## src/rtl/alu_seq_ctrl.sv

```systemverilog
// alu_seq_ctrl: hardwired control sequencer for the register-transfer datapath.
// Steps one instruction through fetch (T0-T2) and execute (T3-T6) and drives
// the datapath's one-hot control strobes. Outputs are Moore-style: a function
// of the current state and the ir fields fed back from the datapath.
//
// Ports:
//   clk, reset          system clock; synchronous active-high reset
//   start               begin one instruction (sampled only in IDLE)
//   ir[31:0]            instruction register contents from the datapath
//   busy, done, illegal sequencer status
//   r_in[15:0]          one-hot register write enables R0..R15
//   r_out[15:0]         one-hot register bus drives R0..R15
//   pc_out .. lo_in     single-bit datapath strobes
//   alu_op[12:0]        one-hot ALU select
//                       [0]AND [1]OR [2]ADD [3]SUB [4]MUL [5]DIV [6]SHR
//                       [7]SHRA [8]SHL [9]ROR [10]ROL [11]NEG [12]NOT
module alu_seq_ctrl #(
    parameter bit AUTO_RUN = 1'b0
) (
    input  logic        clk,
    input  logic        reset,
    input  logic        start,
    input  logic [31:0] ir,
    output logic        busy,
    output logic        done,
    output logic        illegal,
    output logic [15:0] r_in,
    output logic [15:0] r_out,
    output logic        pc_out,
    output logic        pc_in,
    output logic        inc_pc,
    output logic        mar_in,
    output logic        read,
    output logic        mdr_in,
    output logic        mdr_out,
    output logic        ir_in,
    output logic        y_in,
    output logic        z_in,
    output logic        zlow_out,
    output logic        zhigh_out,
    output logic        hi_in,
    output logic        lo_in,
    output logic [12:0] alu_op
);

    typedef enum logic [3:0] {
        IDLE, T0, T1, T2, T3, T4, T5, T6, FAULT
    } state_t;

    // Instruction class: A = Ra <- Rb op Rc, M = HI:LO <- Ra op Rb,
    // U = Ra <- op Rb, X = undefined opcode.
    typedef enum logic [1:0] {
        CLS_A, CLS_M, CLS_U, CLS_X
    } cls_t;

    localparam int ALU_AND  = 0;
    localparam int ALU_OR   = 1;
    localparam int ALU_ADD  = 2;
    localparam int ALU_SUB  = 3;
    localparam int ALU_MUL  = 4;
    localparam int ALU_DIV  = 5;
    localparam int ALU_SHR  = 6;
    localparam int ALU_SHRA = 7;
    localparam int ALU_SHL  = 8;
    localparam int ALU_ROR  = 9;
    localparam int ALU_ROL  = 10;
    localparam int ALU_NEG  = 11;
    localparam int ALU_NOT  = 12;

    state_t      state, state_nx, end_state;
    cls_t        cls;
    logic [12:0] alu_sel;
    logic [4:0]  opcode;
    logic [15:0] ra_oh, rb_oh, rc_oh;
    logic        unused_ir;

    assign opcode    = ir[31:27];
    assign ra_oh     = 16'h0001 << ir[26:23];
    assign rb_oh     = 16'h0001 << ir[22:19];
    assign rc_oh     = 16'h0001 << ir[18:15];
    assign unused_ir = ^ir[14:0];

    // Where a completed instruction goes next.
    assign end_state = AUTO_RUN ? T0 : IDLE;

    always_comb begin
        cls     = CLS_X;
        alu_sel = '0;
        case (opcode)
            5'b00011: begin cls = CLS_A; alu_sel[ALU_ADD]  = 1'b1; end
            5'b00100: begin cls = CLS_A; alu_sel[ALU_SUB]  = 1'b1; end
            5'b00101: begin cls = CLS_A; alu_sel[ALU_AND]  = 1'b1; end
            5'b00110: begin cls = CLS_A; alu_sel[ALU_OR]   = 1'b1; end
            5'b00111: begin cls = CLS_A; alu_sel[ALU_ROR]  = 1'b1; end
            5'b01000: begin cls = CLS_A; alu_sel[ALU_ROL]  = 1'b1; end
            5'b01001: begin cls = CLS_A; alu_sel[ALU_SHR]  = 1'b1; end
            5'b01010: begin cls = CLS_A; alu_sel[ALU_SHRA] = 1'b1; end
            5'b01011: begin cls = CLS_A; alu_sel[ALU_SHL]  = 1'b1; end
            5'b01110: begin cls = CLS_M; alu_sel[ALU_MUL]  = 1'b1; end
            5'b01111: begin cls = CLS_M; alu_sel[ALU_DIV]  = 1'b1; end
            5'b10000: begin cls = CLS_U; alu_sel[ALU_NEG]  = 1'b1; end
            5'b10001: begin cls = CLS_U; alu_sel[ALU_NOT]  = 1'b1; end
            default:  begin cls = CLS_X; alu_sel = '0; end
        endcase
    end

    always_ff @(posedge clk) begin
        if (reset) state <= IDLE;
        else       state <= state_nx;
    end

    always_comb begin
        state_nx  = state;
        busy      = (state != IDLE);
        done      = 1'b0;
        illegal   = 1'b0;
        r_in      = '0;
        r_out     = '0;
        pc_out    = 1'b0;
        pc_in     = 1'b0;
        inc_pc    = 1'b0;
        mar_in    = 1'b0;
        read      = 1'b0;
        mdr_in    = 1'b0;
        mdr_out   = 1'b0;
        ir_in     = 1'b0;
        y_in      = 1'b0;
        z_in      = 1'b0;
        zlow_out  = 1'b0;
        zhigh_out = 1'b0;
        hi_in     = 1'b0;
        lo_in     = 1'b0;
        alu_op    = '0;

        case (state)
            IDLE: if (start) state_nx = T0;
            T0: begin
                pc_out = 1'b1; mar_in = 1'b1; inc_pc = 1'b1; pc_in = 1'b1;
                state_nx = T1;
            end
            T1: begin
                read = 1'b1; mdr_in = 1'b1;
                state_nx = T2;
            end
            T2: begin
                mdr_out = 1'b1; ir_in = 1'b1;
                state_nx = T3;
            end
            T3: begin
                state_nx = T4;
                case (cls)
                    CLS_A: begin r_out = rb_oh; y_in = 1'b1; end
                    CLS_M: begin r_out = ra_oh; y_in = 1'b1; end
                    CLS_U: begin r_out = rb_oh; alu_op = alu_sel; z_in = 1'b1; end
                    default: state_nx = FAULT;
                endcase
            end
            T4: begin
                state_nx = T5;
                case (cls)
                    CLS_A: begin r_out = rc_oh; alu_op = alu_sel; z_in = 1'b1; end
                    CLS_M: begin r_out = rb_oh; alu_op = alu_sel; z_in = 1'b1; end
                    CLS_U: begin
                        zlow_out = 1'b1; r_in = ra_oh; done = 1'b1;
                        state_nx = end_state;
                    end
                    // ir changed under us mid-instruction; abandon it.
                    default: state_nx = IDLE;
                endcase
            end
            T5: begin
                case (cls)
                    CLS_A: begin
                        zlow_out = 1'b1; r_in = ra_oh; done = 1'b1;
                        state_nx = end_state;
                    end
                    CLS_M: begin
                        zlow_out = 1'b1; lo_in = 1'b1;
                        state_nx = T6;
                    end
                    default: state_nx = IDLE;
                endcase
            end
            T6: begin
                zhigh_out = 1'b1; hi_in = 1'b1; done = 1'b1;
                state_nx = end_state;
            end
            FAULT: begin
                illegal  = 1'b1;
                state_nx = IDLE;
            end
            default: state_nx = IDLE;
        endcase
    end

endmodule

```

## config.mk

```make
export PLATFORM = sky130hd
export DESIGN_NAME = alu_seq_ctrl
export DESIGN_NICKNAME = d
export VERILOG_FILES = /design/src/rtl/alu_seq_ctrl.sv
export SDC_FILE = /design/constraint.sdc
export NUM_CORES = 1
export LEC_CHECK = 0
export ABC_AREA = 0
export CAP_MARGIN = 20
export CORE_MARGIN = 10
export CORE_UTILIZATION = 33
export DETAILED_ROUTE_END_ITERATION = 7
export PLACE_DENSITY = 0.79
export SYNTH_ARGS = -nofsm -noshare
export SYNTH_HDL_FRONTEND = slang
export SYNTH_SLANG_ARGS = --single-unit
```

## constraint.sdc

```tcl
create_clock -name clk -period 1.6 [get_ports clk]
set_clock_uncertainty 0.15 [all_clocks]
set_input_delay 0.16 -clock clk [delete_from_list [all_inputs] [get_ports clk]]
set_output_delay 0.16 -clock clk [all_outputs]
set_load 0.005 [all_outputs]
```

### Yosys cells after proc, flatten, opt, wreduce, memory -nomap -nowiden

Cells that the tools add are included.

* ROM bits: 0
* logic and storage cells: 79
* output and inout port bits: 62
* register bits: 4
* bits in latches: 0
* input port bits: 35
* bits in writable memories: 0
* memories: 0

* add/subtract/negate cells: 0
* reduce and logical (&&, ||, !) cells: 9
* eq/ne operators: 24
* muxes and demuxes: 42
* order comparisons: 0
* shift operators: 3
* $mul: 0
* divide/modulo/power cells: 0
* bitwise logic cells: 0

Operators by type and width (count)
* one-hot mux 16 bit (2 select lines): 4
* << shifter 1 x 4 -> 16 bit, first input constant: 3
* 2-to-1 mux 16 bit: 2
* equality test 5 x 4 -> 1 bit, second input constant: 6
* one-hot mux 4 bit (7 select lines): 1
* 2-to-1 mux 13 bit: 2
* one-hot mux 13 bit (2 select lines): 1
* 2-to-1 mux 1 bit: 24
* equality test 5 x 3 -> 1 bit, second input constant: 4
* equality test 4 x 3 -> 1 bit, second input constant: 4
* equality test 5 bit, second input constant: 2
* OR reduction 9 bit: 1
* equality test 4 x 2 -> 1 bit, second input constant: 2
* 2-to-1 mux 4 bit: 2
* OR reduction 2 bit: 4
* 2-to-1 mux 3 bit: 2
* one-hot mux 2 bit (3 select lines): 1
* equality test 5 x 2 -> 1 bit, second input constant: 1
* equality test 4 x 1 -> 1 bit, second input constant: 1
* equality test 4 bit, second input constant: 1
* logical NOT 4 bit: 1
* one-hot mux 1 bit (2 select lines): 2
* nonzero test 4 bit: 1
* one-hot mux 1 bit (3 select lines): 1
* other kinds (5): 5

### Longest topological paths before layout

* depth in word-level cells: 7
* mapped depth: 7
* gate-level depth less buffers: 5

### Worst setup path after synthesis

OpenSTA, ideal clock, no wires.

* path type: reg2out
* from: register state[1]
* to: output r_out[10]
* path slack: -0.188 ns
* buffers on the path: 1
* stages on the path, launching flop included: 7
* arrival: 1.478 ns
* path through: dfxtp_1 buf_2 nand2b_1 nor2_1 nand2_1 o32a_1 nand2_1

* cells in the longest elaborated chain, start to end: 2

Ends and longest elaborated chain
* from (decl): RTL line 70 `state_t state, state_nx, end_state;`
* from (signal assigned): RTL line 109 `else state <= state_nx;`
* equality test 4 x 3 -> 1 bit: RTL line 135 `case (state)`
* one-hot mux 16 bit (2 select lines) (*): RTL line 135
* to (decl): RTL line 28 `output logic [15:0] r_out,`

Mark *: on every way between the ends. The rest lies on a longest branch, timed or not.

### Final worst setup path

* from: input ir[28]
* to: output r_in[12]

* cells in the longest elaborated chain, start to end: 6

Ends and longest elaborated chain
* from (decl): RTL line 23 `input logic [31:0] ir,`
* equality test 5 x 4 -> 1 bit, or another cell as far along: RTL line 89 `case (opcode)`
* OR reduction 9 bit (no source line) or OR reduction 2 bit (tied branches)
* one-hot mux 2 bit (3 select lines) (*): RTL line 89
* equality test 2 bit or logical NOT 2 bit (tied branches): RTL line 160, 172
* 2-to-1 mux 16 bit (on tied branches): RTL line 160, 172
* one-hot mux 16 bit (2 select lines) (*): RTL line 135
* to (decl): RTL line 27 `output logic [15:0] r_in,`

Marks and branches as above.

==> out/qor.yml <==
syn2layout_area_growth_pct: 160
cpMostUsedCell: "buf_6"
ys_ff_latch: 4
violations: "setup timing"
routed_wl_mm: 11.9
ys_seq_area_share_pct: 5.65
path_max_fanout: 6
place_congestion: 0.903
hold_viol: 0
worst_setup_path_start_kind: "input pin"
buffer_ports.inserted: 81
die_width_um: 85.5
clkTransAtPathRegs_ns: 0.04
fin_ws_ns: -0.645
seq_power_share_pct: 11.1
swShare_pct: 42.4
synthMuxAreaShare_pct: 0
dieHeight_um: 85.5
synth_edf_count: 0
grt.total_usage_pct: 23.4
slew-limit-headroom_pct: 68.5
cp_slowest_stage_delay_ns: 0.58
clockBufferDepth: 2
reg.largest.list: "state: 4 flops"
arrival_ns: 1.94
ir_drop_v: 0.000190
cts_num_sinks: 4
synth_cell_types: 43
multi_input_area_um2: 1780
clk_latency_ns: 0.22
layout_common_cells: "buf_4 (79), buf_2 (50), buf_6 (48), nand2_1 (19), nor3_4 (16)"
start_util_pct: 34.7
share_comb_of_total_power_pct: 68.3
avgRoutedWirePerCell_um: 26.5
largest_reg_flops: 4
grt_pass1_vias: 2673
vias: 3007
synth_top_family_by_area: "simple AND/OR/NAND/NOR gates"
synthXorXnorAreaFrac_pct: 0.618
fin_area_um2: 3680
drtIter0Drc: 330
yosysWarnings: 0
synth_ff_type: "dfxtp_1"
grt_max_degree: 17
dr_wl_met2_mm: 5.52
cts_buffers: 3
dieArea_um2: 7320
power_switching_mw: 0.464
placed_cell_area_um2: 2840
grt_pass1_wl_mm: 14.2
dr.pass1.iters: 5
synth_simple_gate_area_share_pct: 56.4
end_kind: "primary output"
rsz0062_at_grt: "true"
syn_area_um2: 1420
final_common_cell: "buf_4"
dp.cells: 398
synth-compound-area-share_pct: 25.1
layout.nets: 437
path_cells: "buf_6, or4b_4, nor2_2, o21ba_4, nand2_4, buf_6, nor3_4, buf_2"
cts_tree: "built"
drive_gt1_share_pct: 72.8
drt-met1-wl_mm: 4.26
syn_inst: 219
post-route-util_pct: 90.2
power.leakage_nw: 1.63
coreArea_um2: 4090
fin_crit_sh_pct: 140
status: "complete, but fails checks"
hp-class: "input pin to register"
cts_root_buf: "clkbuf_8"
required_ns: 1.29
synth-async-reset-ratio_pct: 0
highest_layer: "met4"
via_per_inst: 6.68
route.met3.wl_mm: 1.36
regArea_um2: 87.6
power_frac_clock_pct: 20.6
max_freq_ghz: 0.445
ant_nets: 0
antenna_found_initial: 0
synthAdderAreaFrac_pct: 0
min_delay_path_depth: 2
critPathSlowestCell: "or4b_4"
layout_min_cycle_time_ns: 2.25
rows: 23
num_io_pins: 97
internal-power_mw: 0.631
setup_violations: 56
hpwl_mm: 5.46
drcViolationCount: 0
largest-register: "state"
diodes: 0
htree_levels: 1
slew_viol_final: 0
critPathKind: "input pin to primary output"
synthesis.nets: 254
stdcell_count: 450
tightest_slew_ns: 0.473
maxCapViolCount: 0
grt.overflow.total: 0
powerDensity_nw_per_um2: 297
fill_cells: 152
syn_avg_cell_area_um2: 6.47
worst_r2r_path_depth: 4
==> through the flow <==
| step | setup TNS [ns] | hold WS [ns] | power, mW | worst slack [ns] |
|---|---|---|---|---|
| after floorplan | -0.560 | 0.0867 | 0.354 | -0.0404 |
| after global placement | -52.33 | 0.508 | 0.590 | -1.18 |
| after detailed placement | -54.30 | 0.552 | 0.600 | -1.23 |
| after CTS | -16.31 | 0.365 | 0.962 | -0.466 |
| after global routing | -24.63 | 0.396 | 1.12 | -0.633 |
| final | -22.89 | 0.394 | 1.09 | -0.645 |
==> power groups by stage <==
stage / logic, mW / clock network (mW) / registers (mW)
after floorplan: 0.243 / 0 / 0.112
after global placement: 0.475 / 0 / 0.114
after detailed placement: 0.485 / 0 / 0.115
after CTS: 0.618 / 0.226 / 0.119
after global routing: 0.768 / 0.232 / 0.121
final: 0.747 / 0.226 / 0.121
==> Yosys cell counts (2+ instances only) <==
master	count	area, um2
buf_6	4	45.0
nand3b_1	2	15.0
dfxtp_1	4	80.1
a211oi_1	2	15.0
nor2_1	24	90.1
clkbuf_1	5	18.8
nand4b_1	3	26.3
a21oi_1	3	15.0
o211ai_1	2	15.0
nand3_1	7	35.0
nor2b_1	3	18.8
nor3_1	21	105
nor4_1	11	68.8
o21ai_0	13	65.1
buf_2	7	35.0
o22ai_1	5	31.3
buf_4	9	67.6
or3_1	2	12.5
and3_1	2	12.5
or2_2	6	37.5
nand4_1	2	12.5
nand2b_1	16	100
nor3_2	10	100
nor4b_1	4	35.0
nand2_1	22	82.6
o221ai_1	13	114
==> worst max-delay path, delay by kind of cell <==
family	cells	cell delay, ns
and+or+nand+nor	4	1.10
AOI/OAI and AO/OA	1	0.23
buffers and inverters	3	0.44
==> layer usage <==
metal | vias to the layer above | GRT usage, %
li1 | 1198 | -
met1 | 1397 | 24.8
met2 | 324 | 42.8
met3 | 88 | 5.30
met4 | 0 | 10.3
met5 | - | 0
==> path summary, 6_finish.rpt <==
kind	slack (ns)	start	endpoint
hold reg to reg	0.53	state[2]	state[2]
hold / removal	0.39	reset	state[3]
setup reg to reg	-0.03	state[1]	state[2]
setup / recovery	-0.65	ir[28]	r_in[12]
==> layout make-up <==
| type | count | area share, % |
|---|---|---|
| Clock buffer | 3 | 1.12 |
| Inverter | 1 | 0.102 |
| Multi-Input combinational cell | 189 | 48.3 |
| Sequential cell | 4 | 2.38 |
| Tap cell | 50 | 1.70 |
| Timing Repair Buffer | 203 | 46.4 |
==> repair_timing <==
action,in CTS,in global routing
endpoints found under the setup margin,66,62
cloned,1,1
endpoints found under the hold margin,0,0
pin swaps,41,23
setup buffers,40,15
hold buffers,0,0
gates resized for setup,364,65
==> cell families (layout without fill, tap and decap cells) <==
family	count (synthesis)	in the layout
compound gates	47	47
simple gates	140	141
flops	4	4
buf+inv	27	207
xor+xnor	1	1
Power figures use the tool's default switching activity.
